## src/rtl/lut_12bit_1s.sv

```systemverilog
// Two-stage registered population count of a 12-bit word.
// Three nibble lookups feed stage 1; their sum and derived flags form stage 2.
module lut_12bit_1s (
  input  logic        clk,
  input  logic        rst,
  input  logic        in_valid,
  input  logic [11:0] bits,
  output logic        out_valid,
  output logic [4:0]  count,
  output logic        is_zero,
  output logic        is_full,
  output logic        parity
);

  function automatic logic [2:0] nib_pop(input logic [3:0] k);
    logic [2:0] r;
    case (k)
      4'h0: r = 3'd0;
      4'h1: r = 3'd1;
      4'h2: r = 3'd1;
      4'h3: r = 3'd2;
      4'h4: r = 3'd1;
      4'h5: r = 3'd2;
      4'h6: r = 3'd2;
      4'h7: r = 3'd3;
      4'h8: r = 3'd1;
      4'h9: r = 3'd2;
      4'ha: r = 3'd2;
      4'hb: r = 3'd3;
      4'hc: r = 3'd2;
      4'hd: r = 3'd3;
      4'he: r = 3'd3;
      4'hf: r = 3'd4;
      default: r = 3'd0;
    endcase
    return r;
  endfunction

  logic [2:0] c0, c1, c2;
  logic       v1;
  logic [4:0] sum;

  always_ff @(posedge clk or posedge rst) begin
    if (rst) begin
      c0 <= 3'd0;
      c1 <= 3'd0;
      c2 <= 3'd0;
      v1 <= 1'b0;
    end else begin
      c0 <= nib_pop(bits[3:0]);
      c1 <= nib_pop(bits[7:4]);
      c2 <= nib_pop(bits[11:8]);
      v1 <= in_valid;
    end
  end

  // Max 4+4+4 = 12, so a 5-bit sum never overflows.
  assign sum = {2'b00, c0} + {2'b00, c1} + {2'b00, c2};

  // is_zero resets high so the flag stays consistent with count = 0.
  always_ff @(posedge clk or posedge rst) begin
    if (rst) begin
      out_valid <= 1'b0;
      count     <= 5'd0;
      is_zero   <= 1'b1;
      is_full   <= 1'b0;
      parity    <= 1'b0;
    end else begin
      out_valid <= v1;
      count     <= sum;
      is_zero   <= (sum == 5'd0);
      is_full   <= (sum == 5'd12);
      parity    <= sum[0];
    end
  end

endmodule

```

## config.mk

```make
export PLATFORM = sky130hd
export DESIGN_NAME = lut_12bit_1s
export DESIGN_NICKNAME = d
export VERILOG_FILES = /design/src/rtl/lut_12bit_1s.sv
export SDC_FILE = /design/constraint.sdc
export NUM_CORES = 1
export LEC_CHECK = 0
export BUFFER_PORTS_ARGS = -buffer_cell sky130_fd_sc_hd__buf_2
export CAP_MARGIN = 30
export CORE_MARGIN = 5
export CORE_UTILIZATION = 35
export DETAILED_ROUTE_END_ITERATION = 6
export SYNTH_ARGS = -nofsm -noshare
export SYNTH_HDL_FRONTEND = slang
export SYNTH_SLANG_ARGS = --single-unit
export TNS_END_PERCENT = 5
```

## constraint.sdc

```tcl
create_clock -name clk -period 3.7 [get_ports clk]
set_input_delay 0.74 -clock clk [delete_from_list [all_inputs] [get_ports clk]]
set_output_delay 0.74 -clock clk [all_outputs]
set_load 0.1 [all_outputs]
```

# Word-level counts from Yosys, hierarchy flattened
# Memories as Yosys holds them, arrays and structs flattened. A register that Yosys moved wholly into a read port is not among the register bits.
# Cells that the tools add are included.
classes:
  order_cmp: 0
  addsub: 2
  multipliers: 0
  n_eq_ne: 1
  div: 0
  n_reduce_logical: 1
  bitwise_logic: 0
  mux: 0
  shift: 0
op_table:
  columns: ["cell", "n"]
  rows:
  - ["adder 4 x 3 -> 5 bit", 1]
  - ["equality test 5 x 4 -> 1 bit (second input constant)", 1]
  - ["zero test 5 bit", 1]
  - ["adder 3 x 3 -> 4 bit", 1]
word_totals:
  regBits: 10
  memories: 3
  output_inout_bits: 9
  romBits: 144
  latch_bits: 0
  mem_bits_rw: 0
  elab_cells: 13
mem_list:
  columns: ["memory", "words", "width", "read_ports", "rd_clocked_by_memory_dff", "wr", "line_no", "text"]
  rows:
  - ["(name not given)", 16, 3, 1, 1, 0, "17", "case (k)"]
  - ["(name not given)", 16, 3, 1, 1, 0, "17", null]
  - ["(name not given)", 16, 3, 1, 1, 0, "17", null]

# Logic depth before layout (Yosys ltp)
# Gate-level depths: netlist (run 1).
logic_depth:
  word_depth: 3
  mapped_depth: 8
  mapped_depth_nobuf: 8

# Least setup slack after synthesis (run 1)
# Ideal clock, no wire load.
synth_path:
  kind: "register to output"
  start: "reg count[0]"
  end: "out count[0]"
  path_stages_with_launch: 2
  arrival_time_ps: 1324
  required_time_ps: 2960
  n_path_buf: 1
  slack_ps: 1636
  path_cell_list: "dfrtp_1 -> buf_4"
synth_rtl:
  columns: ["item", "line_no", "text"]
  rows:
  - ["start, declared", "9", "output logic [4:0] count,"]
  - ["start signal, assigned", "70", "count <= sum;"]
# No word-level cell between the ends.

# Final worst setup path (run 1)
layout_path:
  start: "reg c0[1]"
  end: "reg is_full"
layout_via:
  elab_chain_len: 3
layout_lines:
  columns: ["item", "line_no", "text"]
  rows:
  - ["start, declared", "39", "logic [2:0] c0, c1, c2;"]
  - ["adder 3 x 3 -> 4 bit", "58", "assign sum = {2'b00, c0} + {2'b00, c1} + {2'b00, c2};"]
  - ["adder 4 x 3 -> 5 bit", "58", null]
  - ["via sum[3]", "41", "logic [4:0] sum;"]
  - ["equality test 5 x 4 -> 1 bit", "72", "is_full <= (sum == 5'd12);"]
  - ["end signal, assigned", "72", null]
  - ["end, declared", "11", "output logic is_full,"]
# The timed path passes the listed nets, and every way through them passes these cells.

==> results.sh, run 1 <==
export IMPL_ys_ff_latch=18
export IMPL_grt_pass1_vias=589
export IMPL_maxCapViolations=0
export IMPL_path_cells="fa_1 > ha_1 > fa_1 > xor2_1 > inv_1 > o2111a_1"
export IMPL_antenna_cells=0
export IMPL_worst_clock_skew_ns=0.00131
export IMPL_portBuffers=23
export IMPL_crit_path_end_kind="register"
export IMPL_cp_start_kind="register"
export IMPL_fillers=251
export IMPL_wirelength_mm=1.26
export IMPL_critPathBufInv=1
export IMPL_synth_seq_area_share_pct=49.2
export IMPL_outcome="finished clean"
export IMPL_cts_root_buf="clkbuf_4"
export IMPL_core_area_sq_um=2500
export IMPL_tightest_slew_ns=0.624
export IMPL_dr_pass1_iters=2
export IMPL_wl_per_cell_microns=9.52
export IMPL_slew_limit_headroom_pct=58.4
export IMPL_initial_utilization_pct=36.7
export IMPL_fin_crit_ns=1.99
export IMPL_hp_class="reg -> reg"
export IMPL_htreeDepth=1
export IMPL_cp_num_cells=6
export IMPL_grtUsageTotal_pct=8.28
export IMPL_ys_types=14
export IMPL_dieArea_sq_um=3750
export IMPL_critPathKind="reg -> reg"
export IMPL_drive_gt1_share_pct=27.5
export IMPL_critPathMaxFanout=2
export IMPL_cts_sinks=18
export IMPL_rows=18
export IMPL_met2_usage_pct=14.8
export IMPL_report_final_slew_viol_count=0
export IMPL_cp_top_family="adder cells"
export IMPL_hold_viol_final=0
export IMPL_cts_tree="built"
export IMPL_drtIter0Drc=11
export IMPL_cts_buffer_depth=2
export IMPL_critical_path_slowest_cell="fa_1"
export IMPL_worst_r2r_path_depth=6
export IMPL_fin_hold_ws_ns=0.361
export IMPL_power_density_nw_per_um2=666
export IMPL_cts_buffers=3
export IMPL_multi_input_area_sq_um=392
export IMPL_rsz0062_at_grt="no"
export IMPL_setup_tns_ns=0
export IMPL_postCtsHoldBufs=0
export IMPL_r2r_setup_slack_ns=1.71
export IMPL_insertion_delay_ns=0.28
export IMPL_die_w_microns=61.2
export IMPL_p_leak_nw=0.610
export IMPL_power_total_mw=0.733
export IMPL_routed_via_count=578
export IMPL_finalCritPeriodShare_pct=53.8
export IMPL_grt_busiest_layer="met2"
export IMPL_syn_area_per_cell_sq_um=12.1
export IMPL_seq_area_sq_um=452
export IMPL_gp_congestion=0.728
export IMPL_final_cells=132
export IMPL_critPathMaxStageDelay_ns=0.48
export IMPL_area_growth_pct=19.8
export IMPL_synth_area_leaders="dfrtp_1, ha_1, fa_1, inv_1, xor2_1"
export IMPL_yosysWarnings=0
export IMPL_synthesis_nets=106
export IMPL_final_cell_mix="buf_2, inv_1, dfrtp_1"
export IMPL_synth_cells=76
export IMPL_dp_hpwl_mm=1.12
export IMPL_layout_commonest_cell="buf_2"
export IMPL_use_met1_pct=9.17
export IMPL_fp_dieH_microns=61.2
export IMPL_synth_top_area_share_pct=46.3
export IMPL_grt_pass1_wl_mm=2.31
export IMPL_cts_clk_slew_worst_paths_ns=0.09
export IMPL_grt_util_met3_pct=2.10
export IMPL_ant_nets=0
export IMPL_yosys_area_top_type="dfrtp_1"
export IMPL_cp_data_required_time_ns=3.88
export IMPL_grt_overflow=0
export IMPL_worstPathArrival_ns=2.17
export IMPL_antenna_found_initial=0
export IMPL_cpMostUsedCell="fa_1"
export IMPL_place_inst=128
export IMPL_fmax_ghz=0.502
export IMPL_synth_area_sq_um=918
export IMPL_peakVddDrop_mv=0.604
export IMPL_holdPathStages=0
export IMPL_cts_resized=0
export IMPL_setup_viol=0
export IMPL_grt_max_degree=19
export IMPL_nets=133
export IMPL_vias_per_cell=4.38
export IMPL_ios=24
export IMPL_drc_errors=0
export IMPL_post_cts_setup_buffers=0
[logic make-up (layout without fill, tap and decap cells)]
logic type               count (synthesis)  in the layout  share of synthesized area, %
buffers and inverters                   19             45                          8.17
flip-flops                              18             18                          49.2
adder cells (fa/ha/maj)                 15             15                          23.7
AND/OR/NAND/NOR                         11             11                          6.81
XOR/XNOR                                 7              7                          6.68
AO/OA/AOI/OAI                            6              6                          5.45
[routing by layer]
| layer | up-vias | part of all wire, % |
|---|---|---|
| li1 | 292 | - |
| met1 | 263 | 39 |
| met2 | 21 | 49 |
| met3 | 2 | 11 |
| met4 | 0 | 1.4 |
| met5 | - | 0 |
[sequential cells by signal (all words and copies together) (netlist names)]
signal	count
count	5
c0	3
c1	3
c2	3
is_full	1
is_zero	1
out_valid	1
v1	1
[final cells by class]
class	count	share of cell area, %
Timing Repair Buffer	23	10.5
Sequential cell	18	41.1
Clock buffer	4	3.30
Tap cell	30	3.41
Multi-Input combinational cell	39	35.6
Inverter	18	6.14
[worst register-to-register path: stages, from the launching register on]
cell      delay [ns]
dfrtp_1         0.40
fa_1            0.48
ha_1            0.23
fa_1            0.38
xor2_1          0.18
inv_1           0.08
o2111a_1        0.14
[final timing paths]
kind	start	endpoint
max	c0[1]	is_full
max reg2reg	c0[1]	is_full
max in group asynchronous	rst	c1[2]
min	v1	out_valid
min reg2reg	v1	out_valid
min in group asynchronous	rst	count[0]
[synthesized netlist by cell type]
cell type / count
a211oi_1: 3
a21oi_1: 1
and3_1: 6
buf_4: 1
dfrtp_1: 17
dfstp_2: 1
fa_1: 4
ha_1: 11
inv_1: 18
nor2_1: 1
nor2b_1: 1
nor3_1: 3
o2111a_1: 2
xor2_1: 7
[power by group]
part	switching, mW	total [mW]	internal, mW	leakage [nW]
Combinational	0.308	0.374	0.0663	0.372
Sequential	0.00886	0.244	0.235	0.217
Clock	0.0545	0.114	0.0599	0.0210
Total	0.371	0.733	0.362	0.610
[through the flow]
stage	cell area [sq um]	worst slack (ns)	util (%)
6_report	1100	1.71	44.0
5_1_grt	1100	1.62	44.0
3_3_place_gp	1060	1.76	42.5
2_1_floorplan	918	1.64	-
4_1_cts	1100	1.70	44.0
3_5_place_dp	1060	1.70	42.5
No activity file was read; power rests on OpenSTA's default activity.
==> run 2: changes to the inputs <==
==> constraint.sdc (replaced) <==
create_clock -name clk -period 1.8 [get_ports clk]
set_input_delay 0.36 -clock clk [delete_from_list [all_inputs] [get_ports clk]]
set_output_delay 0.36 -clock clk [all_outputs]
set_load 0.1 [all_outputs]
==> run 2 against run 1 <==
- the flow now finishes with violations (setup timing)
- highest routed layer unchanged
- die area stayed put
- critical path depth did not move
- critical endpoint unchanged
- routed wire length down 3.0%
- total power is 110% higher
- core utilization is 0.50 points higher
==> results.sh, run 2 (synthesis gave the netlist of run 1 again) <==
export IMPL_fillers=239
export IMPL_fmax_ghz=0.530
export IMPL_critical_path_slowest_cell="fa_1"
export IMPL_cp_top_family="adder cells"
export IMPL_cts_root_buf="clkbuf_4"
export IMPL_stdcell_area_sq_um=1110
export IMPL_drtIter0Drc=8
export IMPL_antenna_cells=0
export IMPL_p_sw_mw=0.769
export IMPL_wirelength_mm=1.22
export IMPL_cp_data_required_time_ns=2.03
export IMPL_grt_overflow=0
export IMPL_drive_gt1_share_pct=31.4
export IMPL_area_growth_pct=21.1
export IMPL_path_cells="fa_1 > ha_2 > fa_2 > xor2_2 > inv_1 > o2111a_1"
export IMPL_critPathMaxFanout=2
export IMPL_rsz0062_at_grt="yes"
export IMPL_maxCapViolations=0
export IMPL_cts_buffer_depth=2
export IMPL_final_cell_mix="buf_2, inv_1, dfrtp_1"
export IMPL_worst_clock_skew_ns=0.00300
export IMPL_crit_path_end_kind="register"
export IMPL_place_ws_ns=-0.117
export IMPL_p_int_mw=0.752
export IMPL_ios=24
export IMPL_critPathKind="reg -> reg"
export IMPL_fin_hold_ws_ns=0.134
export IMPL_placed_area_sq_um=1070
export IMPL_cp_start_kind="register"
export IMPL_wl_per_cell_microns=9.23
export IMPL_drc_errors=0
export IMPL_initial_utilization_pct=36.7
export IMPL_hold_viol_final=0
export IMPL_grt_pass1_wl_mm=2.27
export IMPL_nets=133
export IMPL_cts_tree="built"
export IMPL_violations="setup timing"
export IMPL_cts_sinks=18
export IMPL_hp_class="in -> async"
export IMPL_setup_tns_ns=-0.126
export IMPL_insertion_delay_ns=0.29
export IMPL_critPathMaxStageDelay_ns=0.48
export IMPL_rows=18
export IMPL_outcome="finished with violations"
export IMPL_fin_crit_ns=1.89
export IMPL_seq_power_share_pct=33.2
export IMPL_routed_via_count=579
export IMPL_vias_per_cell=4.39
export IMPL_finalCritPeriodShare_pct=105
export IMPL_cts_buffers=3
export IMPL_portBuffers=23
export IMPL_combPwrFrac_pct=51.2
export IMPL_largest_register="count"
export IMPL_final_cells=132
export IMPL_dieArea_sq_um=3750
export IMPL_antenna_found_initial=0
export IMPL_post_cts_setup_buffers=0
export IMPL_largest_register_ffs=5
export IMPL_dp_hpwl_mm=1.08
export IMPL_cts_resized=2
export IMPL_power_density_nw_per_um2=1370
export IMPL_grtUsageTotal_pct=8.19
export IMPL_grt_pass1_vias=610
export IMPL_fin_ws_ns=-0.0870
export IMPL_ant_nets=0
export IMPL_postCtsHoldBufs=0
export IMPL_p_sw_share_pct=50.5
export IMPL_core_area_sq_um=2500
export IMPL_dr_pass1_iters=4
export IMPL_place_inst=128
export IMPL_critPathBufInv=1
export IMPL_peakVddDrop_mv=1.51
export IMPL_die_w_microns=61.2
export IMPL_p_leak_nw=0.608
export IMPL_htreeDepth=1
export IMPL_tightest_slew_ns=0.623
export IMPL_slew_limit_headroom_pct=58.4
export IMPL_report_final_slew_viol_count=0
export IMPL_grt_max_degree=19
export IMPL_layout_commonest_cell="buf_2"
export IMPL_fp_dieH_microns=61.2
export IMPL_gp_congestion=0.719
export IMPL_clock_power_share_pct=15.5
export IMPL_worstPathArrival_ns=2.12
export IMPL_setup_viol=2
export IMPL_cts_clk_slew_worst_paths_ns=0.09
run 2: cell counts in the layout (fill, tap and decap cells not counted):
Identical to the previous run, type by type.
run 2: power by group through the flow:
stage	sequential, mW	clock [mW]	combinational [mW]
after global routing	0.514	0.271	0.828
after floorplan	0.914	0	0.264
after global placement	0.512	0	0.773
after detailed placement	0.516	0	0.779
after CTS	0.508	0.244	0.790
final	0.506	0.237	0.779
run 2: path summary, 6_finish.rpt:
check / startpoint / endpoint / slack [ns] / cells after the start
min in group clk: in_valid / v1 / 0.18 / 1
max in group asynchronous: rst / c2[2] / 1.27 / 2
min: rst / count[3] / 0.13 / 2
min reg2reg: v1 / out_valid / 0.36 / 0
max: c0[1] / is_full / -0.09 / 6
max reg2reg: c0[1] / is_full / -0.09 / 6
run 2: metal layers:
layer	track usage, %	share of wire (%)	vias up
met1	8.64	40	266
met5	0	0	-
met2	14.8	47	22
li1	-	-	289
met3	2.52	11	2
met4	3.72	1.6	0
run 2: worst reg2reg max path: cells and delay by family (launching register included):
family          cells  cell delay, ns
compound gates      1            0.18
xor+xnor            1            0.15
flops               1            0.39
buf+inv             1            0.08
fa+ha+maj           3            1.03
run 2: area by class of cell:
cell class | count | area [sq um] | area share [%]
Clock buffer | 4 | 36.3 | 3.26
Inverter | 18 | 67.6 | 6.07
Timing Repair Buffer | 23 | 115 | 10.3
Tap cell | 30 | 37.5 | 3.37
Multi-Input combinational cell | 39 | 404 | 36.3
Sequential cell | 18 | 452 | 40.6
run 2: metrics by stage:
stage / utilization [%] / total power [mW]
final: 44.5 / 1.52
after global placement: 42.7 / 1.29
after CTS: 44.5 / 1.54
after floorplan: - / 1.18
after global routing: 44.5 / 1.61
after detailed placement: 42.7 / 1.30
==> run 3: changes to the inputs <==
--- a/config.mk
+++ b/config.mk
@@ -9,6 +9,7 @@
 export CAP_MARGIN = 30
 export CORE_MARGIN = 5
 export CORE_UTILIZATION = 35
+export CTS_BUF_LIST = sky130_fd_sc_hd__clkbuf_8
 export DETAILED_ROUTE_END_ITERATION = 6
 export SYNTH_ARGS = -nofsm -noshare
 export SYNTH_HDL_FRONTEND = slang
==> run 3 against run 2 <==
- the flow still finishes with violations (setup timing)
- combinational power hardly changed
- final area is 1.7% higher
- via count stayed put
- die area stayed put
- clock-buffer cell count stayed put
- routed wire length is 4.4% higher
- sequential share of layout area is 0.67 points lower
- clock skew is 0.00098 ns lower
- maximum frequency is 0.41% higher
==> results.sh, run 3 (synthesis gave the netlist of run 1 again) <==
export IMPL_place_inst=128
export IMPL_antenna_cells=0
export IMPL_drc_errors=0
export IMPL_cts_root_buf="clkbuf_8"
export IMPL_rows=18
export IMPL_gp_congestion=0.719
export IMPL_final_cell_mix="buf_2, inv_1, dfrtp_1"
export IMPL_outcome="finished with violations"
export IMPL_cts_buffers=3
export IMPL_ios=24
export IMPL_critPathMaxFanout=2
export IMPL_power_density_nw_per_um2=1420
export IMPL_multi_input_area_sq_um=404
export IMPL_cts_buffer_depth=2
export IMPL_grt_pass1_vias=614
export IMPL_ant_nets=0
export IMPL_wl_per_cell_microns=9.64
export IMPL_post_cts_setup_buffers=0
export IMPL_setup_tns_ns=-0.111
export IMPL_nets=133
export IMPL_drtIter0Drc=7
export IMPL_dr_pass1_iters=4
export IMPL_routed_via_count=579
export IMPL_largest_register="count"
export IMPL_tightest_slew_ns=0.622
export IMPL_slew_limit_headroom_pct=58.5
export IMPL_stdcell_area_sq_um=1130
export IMPL_hold_viol_final=0
export IMPL_grtUsageTotal_pct=8.62
export IMPL_peakVddDrop_mv=1.57
export IMPL_postCtsHoldBufs=0
export IMPL_cts_tree="built"
export IMPL_cts_sinks=18
export IMPL_finalCritPeriodShare_pct=104
export IMPL_die_w_microns=61.2
export IMPL_seq_area_sq_um=452
export IMPL_cp_data_required_time_ns=1.99
export IMPL_antenna_found_initial=0
export IMPL_fin_crit_ns=1.88
export IMPL_rsz0062_at_grt="yes"
export IMPL_grt_overflow=0
export IMPL_wirelength_mm=1.27
export IMPL_portBuffers=23
export IMPL_grt_pass1_wl_mm=2.33
export IMPL_largest_register_ffs=5
export IMPL_dp_hpwl_mm=1.08
export IMPL_insertion_delay_ns=0.25
export IMPL_dieArea_sq_um=3750
export IMPL_cp_start_kind="register"
export IMPL_fillers=235
export IMPL_fin_ws_ns=-0.0794
export IMPL_fp_dieH_microns=61.2
export IMPL_final_cells=132
export IMPL_setup_viol=2
export IMPL_report_final_slew_viol_count=0
export IMPL_core_area_sq_um=2500
export IMPL_area_growth_pct=23.2
export IMPL_fmax_ghz=0.532
export IMPL_drive_gt1_share_pct=31.4
export IMPL_cts_clk_slew_worst_paths_ns=0.06
export IMPL_placed_area_sq_um=1070
export IMPL_initial_utilization_pct=36.7
export IMPL_worstPathArrival_ns=2.07
export IMPL_grt_max_degree=19
export IMPL_layout_commonest_cell="buf_2"
export IMPL_critPathKind="reg -> reg"
export IMPL_maxCapViolations=0
export IMPL_crit_path_end_kind="register"
export IMPL_htreeDepth=1
export IMPL_hp_class="in -> async"
export IMPL_violations="setup timing"
export IMPL_worst_clock_skew_ns=0.00202
export IMPL_vias_per_cell=4.39
export IMPL_p_leak_nw=0.616
==> run 3: path summary, 6_finish.rpt <==
| check | from | end | slack, ns | cells after the start |
|---|---|---|---|---|
| setup / recovery | c0[1] | is_full | -0.08 | 6 |
| hold / removal | rst | count[3] | 0.18 | 2 |
| max in group asynchronous | rst | c2[2] | 1.22 | 2 |
| min in group clk | in_valid | v1 | 0.22 | 1 |
| hold reg to reg | v1 | out_valid | 0.35 | 0 |
| setup reg to reg | c0[1] | is_full | -0.08 | 6 |
==> run 3: layout make-up <==
class / instances / share of cell area (%)
Timing Repair Buffer: 23 / 10.2
Clock buffer: 4 / 4.87
Inverter: 18 / 5.97
Multi-Input combinational cell: 39 / 35.7
Tap cell: 30 / 3.32
Sequential cell: 18 / 39.9
==> run 3: worst max-delay path, stage by stage (launching register included) <==
cell and delay [ns]:
dfrtp_1 0.38, fa_1 0.48, ha_2 0.20, fa_2 0.35, xor2_2 0.15, inv_1 0.08
o2111a_1 0.18
==> run 3: stage by stage <==
step / total power, mW / hold slack, ns / worst slack (ns) / utilization [%]
finish: 1.61 / 0.176 / -0.0794 / 45.2
global route: 1.69 / 0.214 / -0.152 / 45.2
CTS: 1.63 / 0.201 / -0.0915 / 45.2
detailed placement: 1.30 / 0.341 / -0.117 / 42.7
global placement: 1.29 / 0.336 / -0.0531 / 42.7
floorplan: 1.18 / 0.298 / -0.0228 / -
==> run 3: where the power goes <==
| part | internal (mW) | switching (mW) |
|---|---|---|
| logic | 0.145 | 0.634 |
| registers | 0.485 | 0.0213 |
| clock network | 0.194 | 0.125 |
==> run 3: timing repair <==
action                                  4_1_cts  5_1_grt
endpoints found under the setup margin        2        3
hold endpoints to repair                      0        0
gates resized for setup                       2        0
==> run 3: layer usage <==
layer	vias up	GRT usage (%)	share of wire (%)
li1	288	-	-
met1	266	8.63	38
met2	22	15.4	48
met3	3	2.52	12
met4	0	5.57	2.5
met5	-	0	0
